==> src/rtl/neuron_pkg.sv <==
// Shared definitions for the neuron MAC accumulator slice.
//   state_t      : FSM states of the accumulator
//   ctrl_t       : ctrl_data scaling selects (SCALED_* shift the result, RAW_* pass it through)
//   PROD_W       : width of the signed 8x8 input*weight product
//   BIAS_PROD_W  : width of the signed bias*BIAS_SCALE product
//   sat_clamp()  : clamps a 64-bit signed value into a signed range of the given width.
//                  Only used when the design is built with NEURON_ACC_SAT_EN defined.
package neuron_pkg;

    typedef enum logic [1:0] {
        IDLE,
        ACCUM,
        BIAS,
        DONE
    } state_t;

    typedef enum logic [1:0] {
        CTRL_SCALED_0 = 2'b00,
        CTRL_SCALED_1 = 2'b01,
        CTRL_RAW_0    = 2'b10,
        CTRL_RAW_1    = 2'b11
    } ctrl_t;

    localparam int unsigned PROD_W      = 16;
    localparam int unsigned BIAS_PROD_W = 15;
    localparam logic signed [7:0] BIAS_SCALE = 8'sd127;

    function automatic logic signed [63:0] sat_clamp(input logic signed [63:0] value,
                                                     input int unsigned width);
        logic signed [63:0] hi;
        logic signed [63:0] lo;
        hi = (64'sd1 <<< (width - 1)) - 64'sd1;
        lo = -(64'sd1 <<< (width - 1));
        if (value > hi) begin
            return hi;
        end else if (value < lo) begin
            return lo;
        end
        return value;
    endfunction

endpackage

==> src/rtl/neuron_mac_product.sv <==
// Combinational signed 8x8 multiplier for one (input, weight) pair.
// Ports:
//   in_data     in  8      signed activation input
//   w_data      in  8      signed weight
//   product_ext out WIDTH  16-bit signed product, sign-extended to WIDTH
module neuron_mac_product
    import neuron_pkg::*;
#(
    parameter int unsigned WIDTH = 32
) (
    input  logic signed [7:0]       in_data,
    input  logic signed [7:0]       w_data,
    output logic signed [WIDTH-1:0] product_ext
);

    logic signed [PROD_W-1:0] product;

    always_comb begin
        product     = PROD_W'(in_data) * PROD_W'(w_data);
        product_ext = WIDTH'(product);
    end

endmodule

==> src/rtl/neuron_mac_accumulator.sv <==
// Neuron MAC accumulator: streams N_INPUTS signed (input, weight) pairs, accumulates
// their products, adds bias*127, applies the ctrl_data scaling and presents the result
// to the activation stage.
// Build option: define NEURON_ACC_SAT_EN to saturate every accumulate and the bias add
// to the signed WIDTH range; without it the arithmetic wraps modulo 2^WIDTH.
// Ports:
//   clk          in   1      clock, all state on rising edge
//   rst_n        in   1      synchronous active-low reset
//   start        in   1      begin a new evaluation (honoured in IDLE or DONE only)
//   ctrl_data    in   2      scaling select, captured on accepted start
//   bias         in   8      signed bias, captured on accepted start
//   in_valid     in   1      in_data/w_data valid this cycle
//   in_data      in   8      signed activation input
//   w_data       in   8      signed weight
//   in_ready     out  1      a pair is accepted this cycle when in_valid is also high
//   a_input      out  WIDTH  signed result to the activation stage
//   ready_signal out  1      a_input valid; held until next accepted start or reset
module neuron_mac_accumulator
    import neuron_pkg::*;
#(
    parameter int unsigned WIDTH    = 32,
    parameter int unsigned N_INPUTS = 62,
    parameter int unsigned SHIFT    = 9
) (
    input  logic                    clk,
    input  logic                    rst_n,
    input  logic                    start,
    input  logic [1:0]              ctrl_data,
    input  logic signed [7:0]       bias,
    input  logic                    in_valid,
    input  logic signed [7:0]       in_data,
    input  logic signed [7:0]       w_data,
    output logic                    in_ready,
    output logic signed [WIDTH-1:0] a_input,
    output logic                    ready_signal
);

    localparam int unsigned CNT_W = $clog2(N_INPUTS + 1);

    state_t                        state;
    state_t                        state_next;
    logic [CNT_W-1:0]              count;
    logic signed [WIDTH-1:0]       acc;
    logic signed [WIDTH-1:0]       acc_next;
    logic signed [WIDTH-1:0]       prod_ext;
    logic signed [BIAS_PROD_W-1:0] bias_prod;
    logic signed [WIDTH-1:0]       bias_ext;
    logic signed [WIDTH-1:0]       sum_raw;
    logic signed [WIDTH-1:0]       result;
    logic signed [7:0]             bias_q;
    ctrl_t                         ctrl_q;
    logic                          start_ok;
    logic                          xfer;
    logic                          last_xfer;

    neuron_mac_product #(
        .WIDTH(WIDTH)
    ) u_product (
        .in_data    (in_data),
        .w_data     (w_data),
        .product_ext(prod_ext)
    );

    always_comb begin
        start_ok  = start && (state == IDLE || state == DONE);
        in_ready  = (state == ACCUM);
        xfer      = in_valid && in_ready;
        last_xfer = xfer && (count == CNT_W'(N_INPUTS - 1));
        bias_prod = BIAS_PROD_W'(bias_q) * BIAS_PROD_W'(BIAS_SCALE);
        bias_ext  = WIDTH'(bias_prod);
    end

`ifdef NEURON_ACC_SAT_EN
    logic signed [63:0] acc_sat;
    logic signed [63:0] sum_sat;

    // Add in 64 bits so the overflow is visible, then clamp back into WIDTH.
    always_comb begin
        acc_sat  = sat_clamp(64'(acc) + 64'(prod_ext), WIDTH);
        sum_sat  = sat_clamp(64'(acc) + 64'(bias_ext), WIDTH);
        acc_next = acc_sat[WIDTH-1:0];
        sum_raw  = sum_sat[WIDTH-1:0];
    end
`else
    always_comb begin
        acc_next = acc + prod_ext;
        sum_raw  = acc + bias_ext;
    end
`endif

    always_comb begin
        result = sum_raw;
        case (ctrl_q)
            CTRL_SCALED_0, CTRL_SCALED_1: result = sum_raw >>> SHIFT;
            default:                      result = sum_raw;
        endcase
    end

    always_comb begin
        state_next = state;
        case (state)
            IDLE:    if (start_ok)  state_next = ACCUM;
            ACCUM:   if (last_xfer) state_next = BIAS;
            BIAS:                   state_next = DONE;
            DONE:    if (start_ok)  state_next = ACCUM;
            default:                state_next = IDLE;
        endcase
    end

    always_ff @(posedge clk) begin
        if (!rst_n) begin
            state <= IDLE;
        end else begin
            state <= state_next;
        end
    end

    always_ff @(posedge clk) begin
        if (!rst_n) begin
            acc          <= '0;
            count        <= '0;
            a_input      <= '0;
            ready_signal <= 1'b0;
            bias_q       <= '0;
            ctrl_q       <= CTRL_SCALED_0;
        end else if (start_ok) begin
            acc          <= '0;
            count        <= '0;
            bias_q       <= bias;
            ctrl_q       <= ctrl_t'(ctrl_data);
            ready_signal <= 1'b0;
        end else begin
            if (xfer) begin
                acc   <= acc_next;
                count <= last_xfer ? '0 : count + CNT_W'(1);
            end
            if (state == BIAS) begin
                a_input <= result;
            end
            // Registered from DONE, so the flag rises one cycle after the result is written.
            if (state == DONE) begin
                ready_signal <= 1'b1;
            end
        end
    end

endmodule

==> config.mk <==
export PLATFORM = sky130hd
export DESIGN_NAME = neuron_mac_accumulator
export DESIGN_NICKNAME = d
export VERILOG_FILES = /design/src/rtl/neuron_pkg.sv /design/src/rtl/neuron_mac_product.sv /design/src/rtl/neuron_mac_accumulator.sv
export SDC_FILE = /design/constraint.sdc
export NUM_CORES = 1
export LEC_CHECK = 0
export CELL_PAD_IN_SITES_DETAIL_PLACEMENT = 0
export CELL_PAD_IN_SITES_GLOBAL_PLACEMENT = 1
export CORE_MARGIN = 2
export CORE_UTILIZATION = 48
export CTS_CLUSTER_DIAMETER = 120
export CTS_CLUSTER_SIZE = 25
export DETAILED_ROUTE_END_ITERATION = 10
export HOLD_SLACK_MARGIN = 0.05
export PLACE_DENSITY = 0.88
export SKIP_LAST_GASP = 1
export SYNTH_ARGS = -nofsm -noshare
export SYNTH_HDL_FRONTEND = slang
export SYNTH_SLANG_ARGS = --single-unit
==> constraint.sdc <==
create_clock -name clk -period 8.8 [get_ports clk]
set_clock_uncertainty 0.05 [all_clocks]
set_input_delay 1.76 -clock clk [delete_from_list [all_inputs] [get_ports clk]]
set_output_delay 1.76 -clock clk [all_outputs]
set_load 0.005 [all_outputs]
==> impl_metrics.prom <==
# TYPE chip_impl_metric gauge
chip_impl_metric{name="drt_iter0_markers",unit=""} 501
chip_impl_info{name="rsz0062_at_grt",value="no"} 1
chip_impl_info{name="worst_setup_path_start_kind",value="primary input"} 1
chip_impl_metric{name="rows",unit=""} 58
chip_impl_metric{name="ctsResizeCount",unit=""} 0
chip_impl_metric{name="synth_area_per_cell",unit="um2"} 8.61
chip_impl_metric{name="cp_data_required_time",unit="ns"} 8.97
chip_impl_metric{name="postRouteWirelength",unit="mm"} 27.0
chip_impl_metric{name="route.detailed.vias_per_inst",unit=""} 5.26
chip_impl_info{name="setup.worst_path.start",value="w_data[0]"} 1
chip_impl_metric{name="coreArea",unit="um2"} 25300
chip_impl_info{name="synth.top_cells.by_count",value="inv_1, fa_1, ha_1, nand2_1, a21oi_1"} 1
chip_impl_info{name="netlist.top_cell.by_area",value="fa_1"} 1
chip_impl_metric{name="post_synthesis_register_bit_count",unit=""} 82
chip_impl_metric{name="final-max-slew-violation-count",unit=""} 0
chip_impl_metric{name="synthesis.area",unit="um2"} 12400
chip_impl_metric{name="global_route_wire_length_before_repair",unit="mm"} 46.7
chip_impl_metric{name="clock_latency",unit="ns"} 0.35
chip_impl_metric{name="portBuffers",unit=""} 62
chip_impl_metric{name="clkTransAtPathRegs",unit="ns"} 0.07
chip_impl_metric{name="critical-path-max-stage-delay",unit="ns"} 0.66
chip_impl_metric{name="final_layout_size_suffix_gt1_share",unit="%"} 3.02
chip_impl_metric{name="yosys_warns",unit=""} 0
chip_impl_metric{name="max-slew-margin-rel",unit="%"} 54.4
chip_impl_info{name="worstReg2RegStart",value="bias_q[5]"} 1
chip_impl_metric{name="asyncSetResetFlopFracSynth",unit="%"} 0
chip_impl_info{name="timing.hold.worst.class",value="register to register"} 1
chip_impl_info{name="critical_path.most_common_cell",value="fa_1"} 1
chip_impl_info{name="cpMaxStageDelayCell",value="clkdlybuf4s50_1"} 1
chip_impl_metric{name="grt_util_all_layers",unit="%"} 21.2
chip_impl_metric{name="timing.final.crit_share",unit="%"} 88.2
chip_impl_metric{name="synth_enable_flop_cells",unit=""} 0
chip_impl_info{name="yosys.cell_count.top_type",value="inv_1"} 1
chip_impl_metric{name="worst-path-buf-inv",unit=""} 2
chip_impl_info{name="tritoncts",value="built"} 1
chip_impl_metric{name="ctsLongestPathBuffers",unit=""} 2
chip_impl_info{name="top_cells_by_area_in_the_synthesized_netlist",value="fa_1, ha_1, dfxtp_1"} 1
chip_impl_metric{name="period_needed",unit="ns"} 7.76
chip_impl_metric{name="worstPathMaxFanout",unit=""} 9
chip_impl_metric{name="htree_num_levels",unit=""} 3
chip_impl_metric{name="drt_drc_violations_left",unit=""} 0
chip_impl_metric{name="maxCapViolations",unit=""} 0
chip_impl_metric{name="setup_total_negative_slack",unit="ns"} 0
chip_impl_metric{name="finalHoldViolations",unit=""} 0
chip_impl_info{name="synth_ff_type",value="dfxtp_1"} 1
chip_impl_metric{name="dieHeight",unit="um"} 165
chip_impl_metric{name="grt_overflow",unit=""} 0
chip_impl_info{name="run_status",value="complete, no violations"} 1
chip_impl_metric{name="synth_cell_types",unit=""} 70
chip_impl_metric{name="timing.critical_path.arrival",unit="ns"} 7.93
chip_impl_info{name="end_kind",value="register"} 1
chip_impl_metric{name="vias",unit=""} 9582
chip_impl_metric{name="cts_setup_buffers",unit=""} 0
chip_impl_metric{name="setup_violations",unit=""} 0
chip_impl_metric{name="antenna_left",unit=""} 0
chip_impl_metric{name="post_dp_cell_area",unit="um2"} 13400
chip_impl_info{name="cts-root-buf",value="clkbuf_16"} 1
chip_impl_metric{name="layout.nets",unit=""} 1833
chip_impl_metric{name="firstDrtPassIters",unit=""} 5
chip_impl_metric{name="worst_slew_pin_slew",unit="ns"} 0.682
chip_impl_metric{name="via_count_of_the_first_global_routing_pass",unit=""} 9636
chip_impl_info{name="critical_path_class",value="primary input to register"} 1
chip_impl_metric{name="syn2layout_area_growth",unit="%"} 10.4
chip_impl_metric{name="routed_wire_length_per_instance",unit="um"} 14.8
chip_impl_metric{name="routability_cong",unit=""} 0.876
chip_impl_metric{name="syn-instance-count",unit=""} 1437
chip_impl_metric{name="ios",unit=""} 64
chip_impl_metric{name="starting_density",unit="%"} 49.0
chip_impl_metric{name="final_non_filler_cell_area",unit="um2"} 13700
chip_impl_metric{name="design.die.area",unit="um2"} 27100
chip_impl_info{name="timing.critical_path.max_delay_family",value="adder cells"} 1
chip_impl_metric{name="antenna_found_initial",unit=""} 0
chip_impl_metric{name="inserted_clock_buffers",unit=""} 9
chip_impl_metric{name="grt_max_degree",unit=""} 57
chip_impl_metric{name="cts-hold-fix-buffers",unit=""} 0
chip_impl_info{name="worstPathCellList",value="clkdlybuf4s50_1 -> nand2_1 -> inv_1 -> fa_1 -> fa_1 -> fa_1 -> fa_1 -> fa_1 -> ha_1 -> o21ai_0 -> nor2_1 -> o21ai_0 -> o21ai_0 -> nand2_1 -> a21bo_2 -> a41oi_1 -> a31oi_1 -> mux2i_1 -> o311ai_0"} 1
chip_impl_metric{name="synth_sequential_area_ratio",unit="%"} 13.3
chip_impl_metric{name="cts.sinks",unit=""} 82
chip_impl_metric{name="final_antenna_diode_count",unit=""} 0
chip_impl_info{name="min-delay-start",value="acc[16]"} 1
chip_impl_metric{name="clock.fmax",unit="MHz"} 129
chip_impl_metric{name="placed_wire_length_estimate_after_detailed_placement",unit="mm"} 22.5
chip_impl_metric{name="yosys.area.top_type_share",unit="%"} 26.8
chip_impl_metric{name="postSynthNetCount",unit=""} 1783
chip_impl_metric{name="die_x",unit="um"} 165
[worst register-to-register path, delay by kind of cell, from the launching register on]
family	cells	cell delay, ns
AO/OA/AOI/OAI	11	2.60
XOR/XNOR	2	0.43
adder cells (fa/ha/maj)	6	2.61
buffers and inverters	5	0.50
flip-flops	1	0.58
AND/OR/NAND/NOR	5	0.46
[kinds of logic after synthesis]
| group | after synthesis | share of synthesized area, % |
|---|---|---|
| buffers and inverters | 312 | 9.46 |
| and+or+nand+nor | 333 | 12.6 |
| adders and majority gates | 316 | 42.0 |
| DFF | 82 | 13.3 |
| muxes | 16 | 1.30 |
| AOI/OAI and AO/OA | 297 | 15.5 |
| xor gates and xnor gates | 81 | 5.90 |
[routing by layer]
metal  wire length, um  global-route usage (%)
met3               795                    2.13
met1             12500                    29.2
met4               337                    3.40
met2             13300                    37.0
met5                 0                       0
[cells in the final DEF (no fill, tap or decap), types with 31 or more instances in the layout]
cell and count:
ha_1 150, a21oi_1 107, dfxtp_1 82, fa_1 166
clkdlybuf4s50_1 62, o21ai_0 59, and2_1 32, nand2_1 138
inv_1 275, xor2_1 31, xnor2_1 48, nor2_1 73
[final timing paths]
| path | endpoint | slack, ns | cells past startpoint |
|---|---|---|---|
| max reg2reg | a_input[28] | 1.50 | 29 |
| min reg2reg | acc[16] | 0.43 | 2 |
| min | acc[16] | 0.43 | 2 |
| max | acc[27] | 1.04 | 19 |
[stage by stage]
| stage | hold slack, ns | std cells | setup WS [ns] | util [%] |
|---|---|---|---|---|
| 2_1_floorplan | 0.399 | 1437 | 1.08 | - |
| 3_3_place_gp | 0.405 | 1806 | 0.744 | 53.0 |
| 3_5_place_dp | 0.421 | 1806 | 0.678 | 53.0 |
| 4_1_cts | 0.434 | 1822 | 1.04 | 54.1 |
| 5_1_grt | 0.448 | 1822 | 0.540 | 54.1 |
| 6_report | 0.429 | 1822 | 1.04 | 54.1 |
[state kept, by name, indices dropped and copies added, names as in the netlist]
register      flops
a_input          32
acc              32
bias_q            8
count             6
state             2
ctrl_q            1
ready_signal      1
[final cells by class]
| type | count | area (um2) |
|---|---|---|
| clock buffers | 9 | 225 |
| clock inverters | 7 | 71.3 |
| fillers | 2387 | 11600 |
| inverters | 276 | 1040 |
| multi-input cells | 1043 | 9570 |
| flip-flops and latches | 82 | 1640 |
| well taps | 330 | 413 |
| repair buffers | 75 | 718 |
Power is not shown: default switching activity piles up to over one toggle a cycle in this logic, so the estimate is an artifact.
